<file path="src/rtl/pr_reclaim_buffer.sv">
// pr_reclaim_buffer
// Collects the old destination physical registers released at ROB retirement
// (up to RETIRE_W per cycle) in a small FIFO. It then hands them to the free
// list one at a time. Each hand-off takes an ISSUE cycle and a CONFIRM cycle.
// The free list's registered was_enqueued, sampled in CONFIRM, decides whether
// the head is popped or reissued.
//
// Ports
//   clk           rising-edge clock
//   reset         asynchronous, active-high
//   retire_valid  per-slot valid (slot 0 is the oldest)
//   retire_pr     old destination PR per slot
//   retire_ready  at least RETIRE_W free FIFO slots (from registered count)
//   enqueue_en    push request to the free list (high only in ISSUE)
//   enqueue_pr    PR at the FIFO head
//   was_enqueued  free-list ack for the previous cycle's request
//   count         occupied FIFO entries
//   overflow_err  sticky: a valid slot was presented while !retire_ready
//   retry_err     sticky: MAX_RETRY consecutive refusals
module pr_reclaim_buffer #(
    parameter int PR_W      = 7,
    parameter int DEPTH     = 8,
    parameter int RETIRE_W  = 2,
    parameter int MAX_RETRY = 15
) (
    input  logic                                clk,
    input  logic                                reset,
    input  logic [RETIRE_W-1:0]                 retire_valid,
    input  logic [RETIRE_W-1:0][PR_W-1:0]       retire_pr,
    output logic                                retire_ready,
    output logic                                enqueue_en,
    output logic [PR_W-1:0]                     enqueue_pr,
    input  logic                                was_enqueued,
    output logic [$clog2(DEPTH):0]              count,
    output logic                                overflow_err,
    output logic                                retry_err
);

    localparam int PTR_W = $clog2(DEPTH);
    localparam int CNT_W = PTR_W + 1;
    localparam int RC_W  = $clog2(MAX_RETRY + 1);
    localparam logic [PR_W-1:0] ZERO_REG = '0;

    typedef enum logic [1:0] {
        IDLE    = 2'd0,
        ISSUE   = 2'd1,
        CONFIRM = 2'd2
    } state_t;

    state_t            state_q, state_d;
    logic [PR_W-1:0]   fifo_q [DEPTH];
    logic [PR_W-1:0]   fifo_d [DEPTH];
    logic [PTR_W-1:0]  head_q, head_d;
    logic [PTR_W-1:0]  tail_q, tail_d;
    logic [CNT_W-1:0]  count_q, count_d;
    logic [RC_W-1:0]   retry_cnt_q, retry_cnt_d;
    logic              overflow_err_q, overflow_err_d;
    logic              retry_err_q, retry_err_d;

    logic [CNT_W-1:0]  n_push;
    logic [PTR_W-1:0]  wr_ptr;
    logic              pop;

    // retire_ready uses the pre-edge count, so a slot freed by a pop this
    // edge is not offered to retirement until the next cycle.
    assign retire_ready = (CNT_W'(DEPTH) - count_q) >= CNT_W'(RETIRE_W);
    assign pop          = (state_q == CONFIRM) && was_enqueued;

    assign enqueue_en   = (state_q == ISSUE);
    assign enqueue_pr   = fifo_q[head_q];
    assign count        = count_q;
    assign overflow_err = overflow_err_q;
    assign retry_err    = retry_err_q;

    // Push path: valid non-zero slots are packed at the tail in slot order.
    always_comb begin
        fifo_d         = fifo_q;
        wr_ptr         = tail_q;
        n_push         = '0;
        overflow_err_d = overflow_err_q;
        for (int i = 0; i < RETIRE_W; i++) begin
            if (retire_valid[i]) begin
                if (!retire_ready) begin
                    overflow_err_d = 1'b1;
                end else if (retire_pr[i] != ZERO_REG) begin
                    fifo_d[wr_ptr] = retire_pr[i];
                    wr_ptr         = wr_ptr + PTR_W'(1);
                    n_push         = n_push + CNT_W'(1);
                end
            end
        end
        tail_d  = wr_ptr;
        head_d  = pop ? head_q + PTR_W'(1) : head_q;
        count_d = count_q + n_push - CNT_W'(pop);
    end

    always_comb begin
        state_d     = state_q;
        retry_cnt_d = retry_cnt_q;
        retry_err_d = retry_err_q;
        unique case (state_q)
            IDLE: begin
                if (count_q != '0) state_d = ISSUE;
            end
            ISSUE: begin
                state_d = CONFIRM;
            end
            CONFIRM: begin
                if (was_enqueued) begin
                    retry_cnt_d = '0;
                    // Occupancy after this edge decides whether another issue follows.
                    state_d = ((count_q - CNT_W'(1) + n_push) != '0) ? ISSUE : IDLE;
                end else begin
                    if (retry_cnt_q != RC_W'(MAX_RETRY)) retry_cnt_d = retry_cnt_q + RC_W'(1);
                    if (retry_cnt_d == RC_W'(MAX_RETRY)) retry_err_d = 1'b1;
                    state_d = ISSUE;
                end
            end
            default: state_d = IDLE;
        endcase
    end

    always_ff @(posedge clk or posedge reset) begin
        if (reset) begin
            state_q        <= IDLE;
            head_q         <= '0;
            tail_q         <= '0;
            count_q        <= '0;
            retry_cnt_q    <= '0;
            overflow_err_q <= 1'b0;
            retry_err_q    <= 1'b0;
            for (int i = 0; i < DEPTH; i++) fifo_q[i] <= '0;
        end else begin
            state_q        <= state_d;
            head_q         <= head_d;
            tail_q         <= tail_d;
            count_q        <= count_d;
            retry_cnt_q    <= retry_cnt_d;
            overflow_err_q <= overflow_err_d;
            retry_err_q    <= retry_err_d;
            fifo_q         <= fifo_d;
        end
    end

endmodule

</file>
<file path="config.mk">
export PLATFORM = sky130hd
export DESIGN_NAME = pr_reclaim_buffer
export DESIGN_NICKNAME = d
export VERILOG_FILES = /design/src/rtl/pr_reclaim_buffer.sv
export SDC_FILE = /design/constraint.sdc
export NUM_CORES = 1
export LEC_CHECK = 0
export CORE_ASPECT_RATIO = 0.6
export CORE_MARGIN = 2
export CORE_UTILIZATION = 54
export CTS_CLUSTER_SIZE = 12
export DETAILED_ROUTE_END_ITERATION = 10
export PLACE_DENSITY = 0.86
export SLEW_MARGIN = 40
export SYNTH_ARGS = -nofsm -noshare
export SYNTH_HDL_FRONTEND = slang
export SYNTH_SLANG_ARGS = --single-unit
</file>
<file path="constraint.sdc">
create_clock -name clk -period 3.58 [get_ports clk]
set_input_delay 0.716 -clock clk [delete_from_list [all_inputs] [get_ports clk]]
set_output_delay 0.716 -clock clk [all_outputs]
set_load 0.005 [all_outputs]
</file>
Word-level counts from Yosys, hierarchy flattened
Cells that the tools add are included.
{"block": "totals", "inputBits": 19, "out_inout_bits": 15, "register_bits": 74}
{"block": "classes", "reduce_logical": 9, "order_cmp": 6, "n_eq_ne": 5, "n_addsub": 10, "n_bitwise": 4, "n_mux": 39}
{"op": "2-to-1 mux 56 bit", "count": 6}
{"op": "bitwise mux 56 bit", "count": 2}
{"op": "demux 7 bit (select 3 bit)", "count": 2}
{"op": "2-to-1 mux 4 bit", "count": 7}
{"op": "2-to-1 mux 7 bit", "count": 4}
{"op": "binary-select mux 7 bit (select 3 bit)", "count": 1}
{"op": "2-to-1 mux 3 bit", "count": 6}
{"op": "nonzero test 7 bit", "count": 2}
{"op": "greater-or-equal comparator 4 bit, second input constant", "count": 3}
{"op": "inverter 3 -> 4 bit", "count": 3}
{"op": "adder 3 x 1 -> 3 bit, second input constant", "count": 3}
{"op": "2-to-1 mux 1 bit", "count": 9}
{"op": "adder 4 x 1 -> 4 bit, second input constant", "count": 2}
{"op": "adder 4 bit", "count": 2}
{"op": "< comparator 4 x 1 -> 1 bit, second input constant", "count": 2}
{"op": "nonzero test 4 bit", "count": 2}
{"op": "case mux 2 bit (3 select lines)", "count": 1}
{"op": "== test 4 bit, second input constant", "count": 1}
{"op": "greater-or-equal comparator 4 x 2 -> 1 bit, second input constant", "count": 1}
{"op": "!= test 4 bit, second input constant", "count": 1}
{"op": "subtractor 4 x 1 -> 4 bit", "count": 1}
{"op": "subtractor 4 x 1 -> 4 bit, second input constant", "count": 1}
{"op": "subtractor 4 bit, first input constant", "count": 1}
{"op": "logical AND 1 bit", "count": 3}
{"op": "7 further kinds", "count": 7}

Longest topological paths before layout
Gate-level depths: netlist of run 1.
{"block": "depth", "depth_word": 13, "ltp_mapped": 18}

Worst setup path before layout of run 1
Ideal clock, no wire load.
{"block": "synth_path", "path_kind": "input to register", "start": "input port retire_pr[3] (netlist bit)", "end": "register state_q[0]", "required_ps": 3476, "slack_ps": 16, "setup_time_ps": 104, "path_buffers": 1, "arrival_ps": 3461, "path_stages": 14, "cell_sequence": "or4_4 > o21a_1 > buf_6 > nand2_1 > inv_1 > ha_1 > a31oi_1 > ha_1 > inv_1 > ha_1 > fa_1 > xnor2_1 > nor4_1 > a221oi_1"}
{"block": "synth_via", "elab_chain_cells": 13}
{"item": "start: declaration", "line": "29", "source": "input logic [RETIRE_W-1:0][PR_W-1:0] retire_pr,"}
{"item": "nonzero test 7 bit *", "line": "85", "source": "end else if (retire_pr[i] != ZERO_REG) begin"}
{"item": "2-to-1 mux 1 bit *", "line": "85"}
{"item": "2-to-1 mux 1 bit *", "line": "83", "source": "if (!retire_ready) begin"}
{"item": "2-to-1 mux 1 bit *", "line": "82", "source": "if (retire_valid[i]) begin"}
{"item": "adder 4 x 1 -> 4 bit", "line": "88", "source": "n_push = n_push + CNT_W'(1);"}
{"item": "2-to-1 mux 4 bit", "line": "85"}
{"item": "2-to-1 mux 4 bit", "line": "83"}
{"item": "2-to-1 mux 4 bit *", "line": "82"}
{"item": "adder 4 bit *", "line": "112", "source": "state_d = ((count_q - CNT_W'(1) + n_push) != '0) ? ISSUE : IDLE;"}
{"item": "nonzero test 4 bit *", "line": "112"}
{"item": "2-to-1 mux 1 bit *", "line": "112"}
{"item": "2-to-1 mux 1 bit *", "line": "109", "source": "if (was_enqueued) begin"}
{"item": "case mux 2 bit (3 select lines) *", "line": "101", "source": "unique case (state_q)"}
{"item": "end signal: assignment", "line": "134", "source": "state_q <= state_d;"}
{"item": "end: declaration", "line": "50", "source": "state_t state_q, state_d;"}
Every way passes the cells marked *; elsewhere a longest branch is shown, timed or not.
A chain may end at the register's enable or synchronous reset.

Worst setup path after layout of run 1
{"block": "layout_path", "start": "input port retire_pr[5] (netlist bit)", "end": "register state_q[0]"}
The elaborated chain is that of the path after synthesis.

==> results of run 1 <==
==> path summary, 6_finish.rpt <==
| kind | cells past startpoint | slack [ns] | startpoint | endpoint |
|---|---|---|---|---|
| max reg2reg | 16 | 0.27 | count[0] | state_q[0] |
| min | 1 | 0.47 | retry_err | retry_err |
| max in group asynchronous | 3 | 2.49 | reset | fifo_q[32] |
| min in group asynchronous | 3 | 0.77 | reset | tail_q[2] |
| min reg2reg | 1 | 0.47 | retry_err | retry_err |
| max | 14 | 0.11 | retire_pr[5] | state_q[0] |
==> cell usage after synthesis (all sizes together) <==
library cell  number  area share (%)
a211oi             6             2.4
fa                 2            0.84
ha                15             4.0
nand2b             2            0.26
nor4               2            0.26
clkbuf             7            0.55
a41oi              1            0.18
o32ai              1            0.18
o21a               1            0.16
mux4              14             6.6
and4               1            0.18
a31oi              2            0.26
xnor2              9             2.2
clkinv             1            0.18
nor2b              8             1.1
buf                5            0.82
inv               14             1.1
a31o               1            0.18
or2                1            0.13
xor2               3            0.55
a21o               1            0.16
nand4              4            0.66
or3                1            0.13
a21oi              7            0.90
and3b              1            0.18
a211o              1            0.18
a221oi             1            0.18
nor3b              1            0.16
o21bai             2            0.32
nand2             15             1.2
o211a              1            0.21
nand3             10             1.5
mux2             120              28
and3               1            0.13
or4                2            0.40
o211ai             6             1.6
a41o               1            0.21
nor2               7            0.55
nor3               3            0.53
o2111a             1            0.24
dfrtp             74              39
o21ai              7            0.97
==> metrics by stage <==
stage | setup slack [ns] | total power (uW) | area, sq um | hold slack [ns] | std cells
final | 0.111 | 5730 | 5920 | 0.473 | 553
after global routing | -0.0122 | 6060 | 5920 | 0.488 | 553
after CTS | 0.0126 | 5690 | 5890 | 0.476 | 553
after detailed placement | -0.638 | 4580 | 5510 | 0.462 | 535
after global placement | -0.442 | 4400 | 5510 | 0.456 | 535
after floorplan | 0.0157 | 3620 | 4750 | 0.458 | 363
==> kinds of logic (layout without fill, tap and decap cells) <==
kind of cell	after synthesis	after routing	synth area share, %
mux	134	134	35.1
simple gates	59	59	7.35
buf+inv	27	105	2.66
xor+xnor	12	12	2.77
fa+ha+maj	17	17	4.79
compound gates	40	40	8.35
flops	74	74	39.0
==> layer usage <==
| metal | up-vias | GRT usage (%) |
|---|---|---|
| met1 | 1747 | 38.4 |
| met3 | 20 | 6.95 |
| met2 | 139 | 41.6 |
| met4 | 0 | 8.11 |
| met5 | - | 0 |
| li1 | 1513 | - |
==> final cells by class <==
type                       count  area [sq um]
multi-input combinational    262          2810
fill                         574          2610
sequential                    74          1850
timing repair buffer          74           698
clock buffer                  10           239
tap                          112           140
clock inverter                 6           113
inverter                      15          61.3
==> placed cells by master, fill, tap and decap left out, types with 2 or more instances in the layout <==
cell type / count
a21oi_2: 2
o211ai_1: 3
o211ai_4: 2
o21ai_0: 4
bufinv_16: 3
nand3_2: 2
nand2_1: 15
ha_1: 13
a211oi_4: 5
mux4_2: 14
clkbuf_16: 9
dfrtp_1: 73
clkdlybuf4s50_1: 28
dlymetal6s2s_1: 2
nand2b_1: 2
buf_4: 36
inv_2: 2
xor2_1: 3
mux2_2: 117
fa_1: 2
nor2b_1: 8
mux2_1: 3
clkinv_4: 2
a21oi_1: 5
buf_12: 5
xnor2_1: 7
nor2_1: 7
o21ai_1: 2
nand3_1: 7
nand4_1: 3
inv_1: 12
dlygate4sd2_1: 2
nor3_2: 2
o21bai_1: 2
==> registers in the layout (all words and copies together), names as in the netlist <==
name          count
state_q           2
overflow_err      1
count             4
head_q            3
retry_cnt_q       4
fifo_q           56
tail_q            3
retry_err         1
==> repair_timing <==
item                                    in CTS  in global routing
endpoints found under the hold margin        0                  0
gates resized for setup                      6                 10
endpoints found under the setup margin       4                  3
setup buffers                                2                  0
pin swaps                                    6                  2
==> where the power goes <==
group          internal, uW  total, uW  switching (uW)
logic                  1770       3010            1240
registers              1270       1650             383
clock network           702       1060             358
total                  3740       5730            1980
==> reports/summary.txt, run 1 <==
Critical Path RT: 3.82 ns
NumNets Final: 472
Yosys reg bits: 74
vias per inst: 6.18
fin crit share: 96.9%
Yosys Warn Count: 0
crit-path max FO: 2
Leak Pwr: 0.00243 uW
average instance area after synthesis: 13.1 sq um
Max Root-Sink Buffers: 2
max incr delay on CP: 0.44 ns
Max Freq: 288 MHz
share of cells above drive strength 1: 50.3%
Clock Latency Late Sink: 0.34 ns
setup TNS: 0 ns
Final GP Congestion: 0.886
Synth cell types: 59
Synth-to-Final Area Change: 24.6%
htree depth: 3
total core area: 8520 sq um
vias in the first global route: 3,566
largest net degree at the start of global routing: 75
die area: 9590 sq um
relative slew slack: 47.8%
CP bufs+invs: 3
Worst-path clk slew: 0.06 ns
Die Wd: 125 microns
site row count: 26
Cells after Synth: 363
hold_buf cts: 0
CTS tree: built
number of iterations in the first detailed-routing pass: 5
via count: 3,419
GRT Resource Usage Total: 27.1%
total wire length: 12.4 mm
Routed met2 length: 5.77 mm
Worst setup EP type: register
critical path class: input pin to register
Post-Route M1 WL: 5.57 mm
Critical Path, Cell by Cell: clkdlybuf4s50_1 > or4_4 > o21a_1 > nand2_1 > inv_2 > ha_4 > a31oi_4 > ha_2 > inv_1 > ha_1 > fa_1 > xnor2_1 > nor4_2 > a221oi_1
Worst VDD drop: 0.384 mV
CP arrival: 3.71 ns
Post-DRT Antenna Nets: 0
clk root buf: clkbuf_16
fin util: 69.4%
Max Cap Viol: 0
startpoint class of the critical path: input pin
initial core utilization: 55.7%
routed len/inst: 22.4 microns
sequential element share of the synthesized area: 39.0%
final number of hold-violating endpoints: 0
DRC: 0
max-slew violations: 0
Syn Nets: 399
endpoints failing setup: 0
grt ovf: 0
max layer used: met4
status: finished, final reports clean
post-DP HPWL: 8.65 mm
clock sink count: 74
worst hold path type: register to register
# IOs: 34
Final min period: 3.47 ns
power per cell area: 967 nW/um^2
Die H: 76.6 microns
first-pass GRT wire length: 19.6 mm
Mapped Area: 4750 sq um
Worst path top cell family by delay: adder cells
Final Skew: 0.00401 ns
number of diodes: 0
I/O Buffers: 33
Inserted Clock Buffers: 9
slowest cell on the critical path: or4_4
DRT iter0 DRCs: 318
initial antenna violation count: 0
measured slew at the worst slew-check pin: 0.784 ns
metal3 WL: 897 microns
Power figures use the tool's default switching activity.
==> run 2: changes to the inputs <==
- CORE_UTILIZATION: 54 -> 35
- PLACE_DENSITY: 0.86 -> 0.63
==> reports/summary.txt, run 2 (same netlist as run 1, synthesis figures left out) <==
I/O Buffers: 33 (unchanged)
Worst setup EP type: register
vias in the first global route: 3,296 (-7.6%)
initial antenna violation count: 0 (unchanged)
Inserted Clock Buffers: 9 (unchanged)
total wire length: 12.6 mm (+1.7%)
final number of hold-violating endpoints: 0 (unchanged)
DRC: 0 (unchanged)
capturing point of the worst reg2reg path: state_q[0]
routed len/inst: 20.5 microns (-8.3%)
crit-path max FO: 2 (unchanged)
Max Root-Sink Buffers: 2 (unchanged)
fin area: 5960 sq um (+0.63%)
Leak Pwr: 0.00245 uW (+0.66%)
relative slew slack: 52.2% (+4.5 points)
Final min period: 3.43 ns (-0.0438 ns)
Critical Path RT: 3.78 ns (-0.04 ns)
Die H: 94.2 microns (+23%)
slowest cell on the critical path: or4_4
critical path class: input pin to register
max-slew violations: 0 (unchanged)
clock sink count: 74 (unchanged)
worst setup path start: retire_pr[3]
Max Freq: 292 MHz (+1.3%)
Synth-to-Final Area Change: 25.4%
CTS tree: built
Post-DRT Antenna Nets: 0 (unchanged)
clk root buf: clkbuf_16
Worst-path clk slew: 0.06 ns (about the same)
Worst VDD drop: 0.347 mV (-9.7%)
first-pass GRT wire length: 19.8 mm (+1.2%)
via count: 3,342 (-2.3%)
most frequent cells in the layout: mux2_2 (117), dfrtp_1 (74), buf_4 (40)
most common cell after layout, fill and taps aside: mux2_2
Max Cap Viol: 0 (unchanged)
DRT iter0 DRCs: 189 (-41%)
share of cells above drive strength 1: 49.7% (-0.68 points)
placed inst area: 5540 sq um (+0.54%)
Hold Slack: 0.472 ns (-0.00160 ns)
number of iterations in the first detailed-routing pass: 4 (-1)
Critical Path, Cell by Cell: dlygate4sd2_1 > or4_4 > o21a_1 > nand2_1 > inv_1 > ha_1 > a31oi_2 > ha_2 > inv_1 > ha_1 > fa_2 > nor4_2 > a221oi_1
R2R depth: 15 (-1)
hold_buf cts: 0 (unchanged)
measured slew at the worst slew-check pin: 0.717 ns (-0.0671 ns)
largest net degree at the start of global routing: 75 (unchanged)
startpoint class of the critical path: input pin
Worst R2R Start: count[0]
CP endpoint: state_q[0]
htree depth: 3 (unchanged)
internal reg-to-reg setup slack: 0.23 ns (-0.04 ns)
GRT Resource Usage Total: 18.4% (-8.8 points)
Biggest register: fifo_q
fin crit share: 95.7% (-1.2 points)
site row count: 32 (+23%)
power per cell area: 958 nW/um^2 (-0.94%)
# IOs: 34 (unchanged)
NumNets Final: 474 (+0.42%)
vias per inst: 5.45 (-12%)
endpoints failing setup: 0 (unchanged)
Clock Latency Late Sink: 0.34 ns (about the same)
Die Wd: 154 microns (+23%)
Final GP Congestion: 0.835 (-5.7%)
worst hold path type: register to register
status: finished, final reports clean
total core area: 13,100 sq um (+53%)
max incr delay on CP: 0.56 ns (+0.12 ns)
post-DP HPWL: 9.04 mm (+4.5%)
CP arrival: 3.63 ns (-0.08 ns)
Final Skew: 0.00386 ns (-0.000149 ns)
fin util: 45.6% (-24 points)
die area: 14,500 sq um (+52%)
number of diodes: 0 (unchanged)
max reg flops: 56 (unchanged)
initial core utilization: 36.4% (-19 points)
grt ovf: 0 (unchanged)
## run 2: cell types whose count changed in the layout (fill, tap and decap cells not counted), moves of 2 or more
cell / delta
buf_4: +4
clkdlybuf4s50_1: -2
dlymetal6s2s_1: +2
buf_12: -4
## run 2: critical path, delay by kind of cell
kind	cells	cell delay [ns]
compound gates	3	0.55
fa+ha+maj	4	1.08
buf+inv	3	0.38
simple gates	3	0.91
## run 2: metal layers
| layer | global-route usage, % | share of wire [%] | up-vias |
|---|---|---|---|
| li1 | - | - | 1523 |
| met1 | 28.7 | 51 | 1711 |
| met5 | 0 | 0 | - |
| met3 | 5.17 | 7.5 | 11 |
| met2 | 24.7 | 40 | 97 |
| met4 | 4.01 | 0.94 | 0 |
## run 2: final cells by class
cell class	count	area, sq um
fill	1162	7100
multi-input combinational	262	2800
clock inverter	4	97.6
tap	170	213
timing repair buffer	76	673
sequential	74	1850
inverter	15	61.3
clock buffer	12	256
## run 2: worst min path at each step
stage                from    endpoint  slack [ns]  depth (start not counted)
2_1_floorplan  state_q[1]  state_q[1]        0.46                          1
3_3_place_gp    retry_err   retry_err        0.47                          1
3_5_place_dp    retry_err   retry_err        0.47                          1
4_1_cts         retry_err   retry_err        0.48                          1
5_1_grt         retry_err   retry_err        0.49                          1
6_report        retry_err   retry_err        0.47                          1
## run 2: power breakdown
group	total (uW)	switching, uW	internal, uW
clock	1070	352	719
combinational	3000	1240	1760
sequential	1640	367	1270
total	5710	1960	3750
## run 2: per-stage QoR
stage | worst slack, ns | power [uW] | setup TNS, ns | instances
after floorplan | 0.0157 | 3620 | 0 | 363
after global placement | -0.354 | 4470 | -0.859 | 594
after detailed placement | -0.441 | 4570 | -1.12 | 594
after CTS | 0.00639 | 5670 | 0 | 610
after global routing | -0.0247 | 6090 | -0.0247 | 613
final | 0.155 | 5710 | 0 | 613
## run 2: timing repair
| item | CTS | global route |
|---|---|---|
| endpoints found under the hold margin | 0 | 0 |
| endpoints found under the setup margin | 1 | 1 |
| gates resized for setup | 4 | 10 |
| pin swaps | 0 | 5 |
| cloned | 0 | 1 |
| setup buffers | 0 | 2 |
==> run 3: changes to the inputs <==
- CAP_MARGIN: unset -> 0
- SLEW_MARGIN: 40 -> 0
==> results of run 3 <==
The final DEF is identical to that of run 2; final timing and power are the same.
